**src/rtl/uart_tx_fifo.sv**
```systemverilog
// uart_tx_fifo: UART transmitter with a write FIFO, configurable frame format and bit timing.
// The line output is registered from the current state, so it lags the FSM by one cycle.
module uart_tx_fifo #(
    parameter int CLKS_PER_BIT = 868,
    parameter int DATA_BITS    = 8,
    parameter int PARITY       = 0,
    parameter int STOP_BITS    = 1,
    parameter int FIFO_DEPTH   = 16,
    parameter int CNT_W        = 5
) (
    input  logic                 sysclk,
    input  logic                 cpu_resetn,
    input  logic                 wr_en,
    input  logic [DATA_BITS-1:0] wr_data,
    output logic                 full,
    output logic                 empty,
    output logic [CNT_W-1:0]     count,
    output logic                 overflow,
    output logic                 busy,
    output logic                 uart_tx
);
    localparam int AW     = $clog2(FIFO_DEPTH);
    localparam int BAUD_W = $clog2(CLKS_PER_BIT);
    localparam int BIT_W  = $clog2(DATA_BITS);

    typedef enum logic [2:0] {S_IDLE, S_START, S_DATA, S_PAR, S_STOP} state_t;

    state_t               state_q, state_d;
    logic [DATA_BITS-1:0] fifo_mem [FIFO_DEPTH];
    logic [AW-1:0]        wr_ptr_q, wr_ptr_d, rd_ptr_q, rd_ptr_d;
    logic [CNT_W-1:0]     count_q, count_d;
    logic                 overflow_q, overflow_d;
    logic [DATA_BITS-1:0] shift_q, shift_d;
    logic [BAUD_W-1:0]    baud_q, baud_d;
    logic [BIT_W-1:0]     bit_q, bit_d;
    logic                 stop_q, stop_d;
    logic                 par_q, par_d;
    logic                 tx_q, tx_d;
    logic                 push, pop, baud_end;

    assign full     = count_q == CNT_W'(FIFO_DEPTH);
    assign empty    = count_q == '0;
    assign count    = count_q;
    assign overflow = overflow_q;
    assign busy     = state_q != S_IDLE;
    assign uart_tx  = tx_q;

    always_comb begin
        pop        = 1'b0;
        push       = wr_en && !full;
        state_d    = state_q;
        shift_d    = shift_q;
        bit_d      = bit_q;
        stop_d     = stop_q;
        par_d      = par_q;
        tx_d       = 1'b1;
        baud_end   = baud_q == BAUD_W'(CLKS_PER_BIT - 1);
        baud_d     = (state_q == S_IDLE || baud_end) ? '0 : baud_q + BAUD_W'(1);
        overflow_d = overflow_q || (wr_en && full);
        case (state_q)
            S_IDLE: if (!empty) begin
                pop     = 1'b1;
                shift_d = fifo_mem[rd_ptr_q];
                par_d   = (PARITY == 1) ? ~^fifo_mem[rd_ptr_q] : ^fifo_mem[rd_ptr_q];
                bit_d   = '0;
                stop_d  = 1'b0;
                state_d = S_START;
            end
            S_START: begin
                tx_d    = 1'b0;
                state_d = baud_end ? S_DATA : S_START;
            end
            S_DATA: begin
                tx_d = shift_q[0];
                if (baud_end) begin
                    shift_d = shift_q >> 1;
                    bit_d   = bit_q + BIT_W'(1);
                    if (bit_q == BIT_W'(DATA_BITS - 1))
                        state_d = (PARITY != 0) ? S_PAR : S_STOP;
                end
            end
            S_PAR: begin
                tx_d    = par_q;
                state_d = baud_end ? S_STOP : S_PAR;
            end
            S_STOP: if (baud_end) begin
                stop_d  = 1'b1;
                state_d = (stop_q == 1'(STOP_BITS - 1)) ? S_IDLE : S_STOP;
            end
            default: state_d = S_IDLE;
        endcase
        // A dropped write while full never reaches the pointers or the count.
        wr_ptr_d = wr_ptr_q + AW'(push);
        rd_ptr_d = rd_ptr_q + AW'(pop);
        count_d  = count_q + CNT_W'(push) - CNT_W'(pop);
    end

    always_ff @(posedge sysclk) begin
        if (push) fifo_mem[wr_ptr_q] <= wr_data;
    end

    always_ff @(posedge sysclk) begin
        if (!cpu_resetn) begin
            state_q    <= S_IDLE;
            wr_ptr_q   <= '0;
            rd_ptr_q   <= '0;
            count_q    <= '0;
            overflow_q <= 1'b0;
            shift_q    <= '0;
            baud_q     <= '0;
            bit_q      <= '0;
            stop_q     <= 1'b0;
            par_q      <= 1'b0;
            tx_q       <= 1'b1;
        end else begin
            state_q    <= state_d;
            wr_ptr_q   <= wr_ptr_d;
            rd_ptr_q   <= rd_ptr_d;
            count_q    <= count_d;
            overflow_q <= overflow_d;
            shift_q    <= shift_d;
            baud_q     <= baud_d;
            bit_q      <= bit_d;
            stop_q     <= stop_d;
            par_q      <= par_d;
            tx_q       <= tx_d;
        end
    end
endmodule

```
**config.mk**
```make
export PLATFORM = sky130hd
export DESIGN_NAME = uart_tx_fifo
export DESIGN_NICKNAME = d
export VERILOG_FILES = /design/src/rtl/uart_tx_fifo.sv
export SDC_FILE = /design/constraint.sdc
export NUM_CORES = 1
export LEC_CHECK = 0
export BUFFER_PORTS_ARGS = -buffer_cell sky130_fd_sc_hd__buf_2
export CORE_AREA = 3 3 156 158
export CTS_CLUSTER_SIZE = 30
export DETAILED_ROUTE_END_ITERATION = 12
export DIE_AREA = 0 0 159 161
export SLEW_MARGIN = 20
export SYNTH_ARGS = -nofsm -noshare
export SYNTH_HDL_FRONTEND = slang
export SYNTH_SLANG_ARGS = --single-unit
```
**constraint.sdc**
```tcl
create_clock -name sysclk -period 3.9 [get_ports sysclk]
set_input_delay 0.39 -clock sysclk [delete_from_list [all_inputs] [get_ports sysclk]]
set_output_delay 0.39 -clock sysclk [all_outputs]
set_load 0.005 [all_outputs]
```
Word-level counts from Yosys, hierarchy flattened

Memory sizes are Yosys's and may differ from the RTL's. A register that Yosys moved wholly into a read port is not among the register bits.
Index checks and enable logic that the tools add are counted.
W data, S select, Z words.

Memories: 1
Logic and storage cells: 70
Register bits after elaboration: 41
Memory bits (writable): 128

Memory list:

| name     | words | width | read ports | clocked after memory_dff | write ports | line | source |
|---|---|---|---|---|---|---|---|
| fifo_mem | 16    | 8     | 1          | 1                        | 1           | 29   | `logic [DATA_BITS-1:0] fifo_mem [FIFO_DEPTH];` |

Equal/unequal tests: 11
Bitwise gates (word level): 2
Reductions and logical operators: 16
Add/subtract/negate cells: 6
Mux-type cells: 23

Operators by type and width:

| cell                    | count |
|---|---|
| $mux W3                 | 8 |
| $mux W8                 | 2 |
| $pmux W8 S2             | 1 |
| $pmux W3 S5             | 1 |
| $add A10 B1 Y10 const B | 1 |
| $eq A10 B10 Y1 const B  | 1 |
| $add A4 B1 Y4           | 2 |
| $ne A2 B2 Y1 const B    | 4 |
| $reduce_xor A8 Y1       | 1 |
| $eq A3 B2 Y1 const B    | 2 |
| $eq A3 B3 Y1 const B    | 2 |
| $mux W1                 | 6 |
| $pmux W3 S2             | 1 |
| $reduce_and A3 Y1       | 2 |
| $add A5 B1 Y5           | 1 |
| $eq A5 B5 Y1 const B    | 1 |
| $logic_not A5 Y1        | 1 |
| $sub A5 B1 Y5           | 1 |
| $mux W4                 | 1 |
| $reduce_and A4 Y1       | 1 |
| $reduce_bool A2 Y1      | 2 |
| $add A3 B1 Y3 const B   | 1 |
| $eq A3 B1 Y1 const B    | 1 |
| $logic_not A3 Y1        | 1 |
| 10 further kinds        | 13 |

Logic depth before layout (Yosys ltp)

Depth in word-level cells: 5
Gate-level depth with buffers: 14

Least setup slack after synthesis

OpenSTA, ideal clock, no wires.

Path kind: register -> register
Start: register count_q[3], in the netlist count[3]
End: register count_q[4], in the netlist count[4]
Arrival: 2.930 ns
Library setup time: 0.116 ns
Stages on the path, launching flop included: 15
Slack: 0.855 ns
Path buffers: 1
Cells stage by stage: dfxtp_1 > inv_1 > ha_1 > nor4b_1 > or2_1 > clkbuf_1 > inv_2 > ha_1 > inv_1 > ha_1 > fa_1 > a21oi_1 > nor2_1 > or3_1 > and3_1

Elaborated cells on any way between the ends: 8
Those cells by class: add/sub (2); eq/ne (1); mux (2); reduce/logical (3)

RTL lines:

| what                   | line | source |
|---|---|---|
| start, declared        | 31   | `logic [CNT_W-1:0] count_q, count_d;` |
| start signal, assigned | 119  | `count_q <= count_d;` |
| $logic_not A5 Y1       | 42   | `assign empty = count_q == '0;` |
| net empty              | 16   | `output logic empty,` |
| $mux W1                | 61   | `S_IDLE: if (!empty) begin` |
| $mux W1                | 60   | `case (state_q)` |
| net pop                | 39   | `logic push, pop, baud_end;` |
| $sub A5 B1 Y5          | 95   | `count_d = count_q + CNT_W'(push) - CNT_W'(pop);` |

The timed path passes the listed nets, and every way through them passes these cells.
A chain may end at the register's enable or synchronous reset.

Worst setup path in the final report

Start: register count_q[2], in the netlist count[2]
End: register count_q[4], in the netlist count[4]

Elaborated cells on any way between the ends: 8
Those cells by class: add/sub (2); eq/ne (1); mux (2); reduce/logical (3)

RTL lines:

| what             | line |
|---|---|
| $logic_not A5 Y1 | 42 |
| $mux W1          | 61 |
| $mux W1          | 60 |
| net pop          | 39 |
| $sub A5 B1 Y5    | 95 |

The timed path passes the listed nets, and every way through them passes these cells.

==> flow_metrics.tcl <==
set metrics [dict create \
    setup_tns_ns 0 \
    drv_cap 0 \
    dp_hpwl_mm 8.59 \
    async_flop_share_pct 0 \
    place_congestion 0.816 \
    min_period_ns 3.19 \
    rsz0062_at_grt "false" \
    startpoint "count[2]$_SDFF_PN0_" \
    rr_startpoint "count[2]$_SDFF_PN0_" \
    antenna_found_initial 0 \
    cts_tree "done" \
    seq_area_um2 4670 \
    nNetsFinal 484 \
    synth_flop_cell "edfxtp_1" \
    wl_per_cell_um 16.1 \
    ctsRootBufferMaster "clkbuf_16" \
    layout.cell_area.non_filler_um2 7930 \
    diodes 0 \
    die-area_um2 25600 \
    start_kind "flip-flop" \
    synth.distinct_cells 45 \
    numPortBuffers 20 \
    powerDensity_nw_per_um2 622 \
    synth-seq-cells 169 \
    yosys_warnings 0 \
    crit_fanout 6 \
    postCtsHoldBufs 0 \
    finalSetupViolations 0 \
    seq_area_frac_synth_pct 67.6 \
    synthTopCellsByCount "edfxtp_1, dfxtp_1, mux4_2" \
    cp.arrival_ns 3.50 \
    netlist_instances 432 \
    drc_errors 0 \
    setup_ws_ns 0.714 \
    tightest_slew_ns 0.908 \
    post_cts_buffers 0 \
    core_area_um2 23300 \
    grt.total_usage_pct 10.5 \
    cp_data_required_time_ns 4.21 \
    fin_cells 789 \
    p_leak_nw 2.70 \
    die_w_um 159 \
    status "finished clean" \
    cts_resized 0 \
    synth_top_cell_by_area "edfxtp_1" \
    synth_nets 457 \
    multi_input_area_um2 2090 \
    placed_area_um2 7360 \
    p_total_mw 4.93 \
    clockBufferDepth 2 \
    min_from "wr_en" \
    grt.overflow.total 0 \
    grt_pass1_wl_mm 20.7 \
    drt-pass1-iter-count 4 \
    clk_pin_slew_ns 0.06 \
    vdd.ir_drop.worst_uv 355 \
    hold_viol 0 \
    fill_cells 2253 \
    grt_pass1_vias 3810 \
    routed_wl_mm 12.7 \
    maxSlewViolCount 0 \
    vias_per_cell 4.60 \
    numClockSinks 169 \
    cts-buffers-inserted 17 \
    drive_gt1_share_pct 20.4 \
    worstSetupEndpointType "flip-flop" \
    fin_crit_sh_pct 81.7 \
    antenna_left 0 \
    yosysMostFrequentCell "edfxtp_1" \
    slew_headroom_pct 39.2 \
    syn_area_per_cell_um2 16.0 \
    synthTopCellsByArea "edfxtp_1, dfxtp_1, mux4_2, ha_1, and2_1" \
    start_util_pct 29.7 \
    first_iter_violations 310 \
    num_rows 56 \
    area_growth_pct 15.0 \
    hold-path-cell-count 3 \
    io_pins 21 \
    die_height_um 161 \
    fmax_ghz 0.314 \
    worstSkewPairLatency_ns 0.43 \
    synth_top_area_share_pct 55.7 \
    rr_worst_depth 13 \
    vias 3632 \
    clock_skew_ns 0.00956 \
    place_ws_ns 0.742 \
    grt_max_degree 31 \
    hold_class "input port to flip-flop" \
    synth_edf_count 128 \
    critPathKind "flip-flop to flip-flop" \
    htreeDepth 4 \
    syn_area_um2 6900 \
    dp.cells 759 \
]
[state kept, by name, indices dropped and copies added, names as in the netlist, 3 cells and up]
register	cells
bit_q	3
state_q	3
count	5
wr_ptr_q	4
fifo_mem	128
shift_q	8
baud_q	10
rd_ptr_q	4
[logic make-up (layout without fill, tap and decap cells)]
logic type               after synthesis  in the layout  synth area share (%)
AO/OA/AOI/OAI                         44             44                  4.41
adder cells (fa/ha/maj)               14             14                  2.65
flip-flops                           169            169                  67.6
multiplexers                          41             41                  12.1
buffers and inverters                 32             70                  2.12
XOR/XNOR                              21             21                  2.87
AND/OR/NAND/NOR                      111            111                  8.22
[critical path, cell delays in order (launching register included)]
cell and delay, ns:
dfxtp_1 0.32, inv_1 0.09, ha_1 0.16, nor4b_1 0.44, or2_1 0.31, inv_2 0.10, ha_1 0.28, inv_1 0.04
ha_1 0.20, fa_1 0.42, a21oi_1 0.17, nor2_1 0.06, or3_1 0.33, and3_1 0.18
[layout by cell type, fill, tap and decap left out, drive strengths merged, types with 2 or more instances in the layout]
master    netlist  layout
a22oi          11      11
nand3          12      12
mux4           34      34
clkinvlp        0       2
a21boi          3       3
edfxtp        128     128
o21ai           5       5
or3             3       3
nor2           26      26
ha             13      13
nor2b           7       7
o211a           7       7
a21oi          14      14
bufinv          0       2
or2             2       2
buf             6      29
mux2i           6       6
inv            11      16
nand3b          2       2
xnor2          11      11
clkinv          0       3
dfxtp          41      41
clkbuf         15      18
nand2          20      20
and3            5       5
xor2            9       9
nor3            8       8
and2           16      16
nand2b          5       5
[routing by layer]
layer  global-route usage [%]  wire (um)
met1                     13.5       5850
met3                     4.08        646
met5                        0          0
met4                     3.86        229
met2                     16.4       6010
[layout make-up]
type                       instances  area share [%]
timing repair buffer              29            2.11
tap                              319            5.03
clock inverter                    12            1.77
inverter                          11           0.521
multi-input combinational        231            26.3
sequential                       169            58.8
clock buffer                      18            5.41
[final timing paths]
check	to	slack, ns
setup / recovery	count[4]$_SDFF_PN0_	0.71
hold / removal	overflow$_SDFF_PN0_	0.25
setup reg to reg	count[4]$_SDFF_PN0_	0.71
hold reg to reg	baud_q[0]$_SDFF_PP0_	0.44
[metrics by stage]
step | hold slack (ns) | utilization, %
floorplan | 0.413 | -
detailed placement | 0.437 | 31.6
global route | 0.289 | 34.1
CTS | 0.227 | 34.1
global placement | 0.425 | 31.6
finish | 0.248 | 34.1
[power breakdown]
group | total [mW] | internal [mW] | switching, mW
clock | 1.63 | 0.945 | 0.687
combinational | 1.12 | 0.588 | 0.531
sequential | 2.18 | 2.06 | 0.122
total | 4.93 | 3.59 | 1.34
Power figures use the tool's default switching activity.
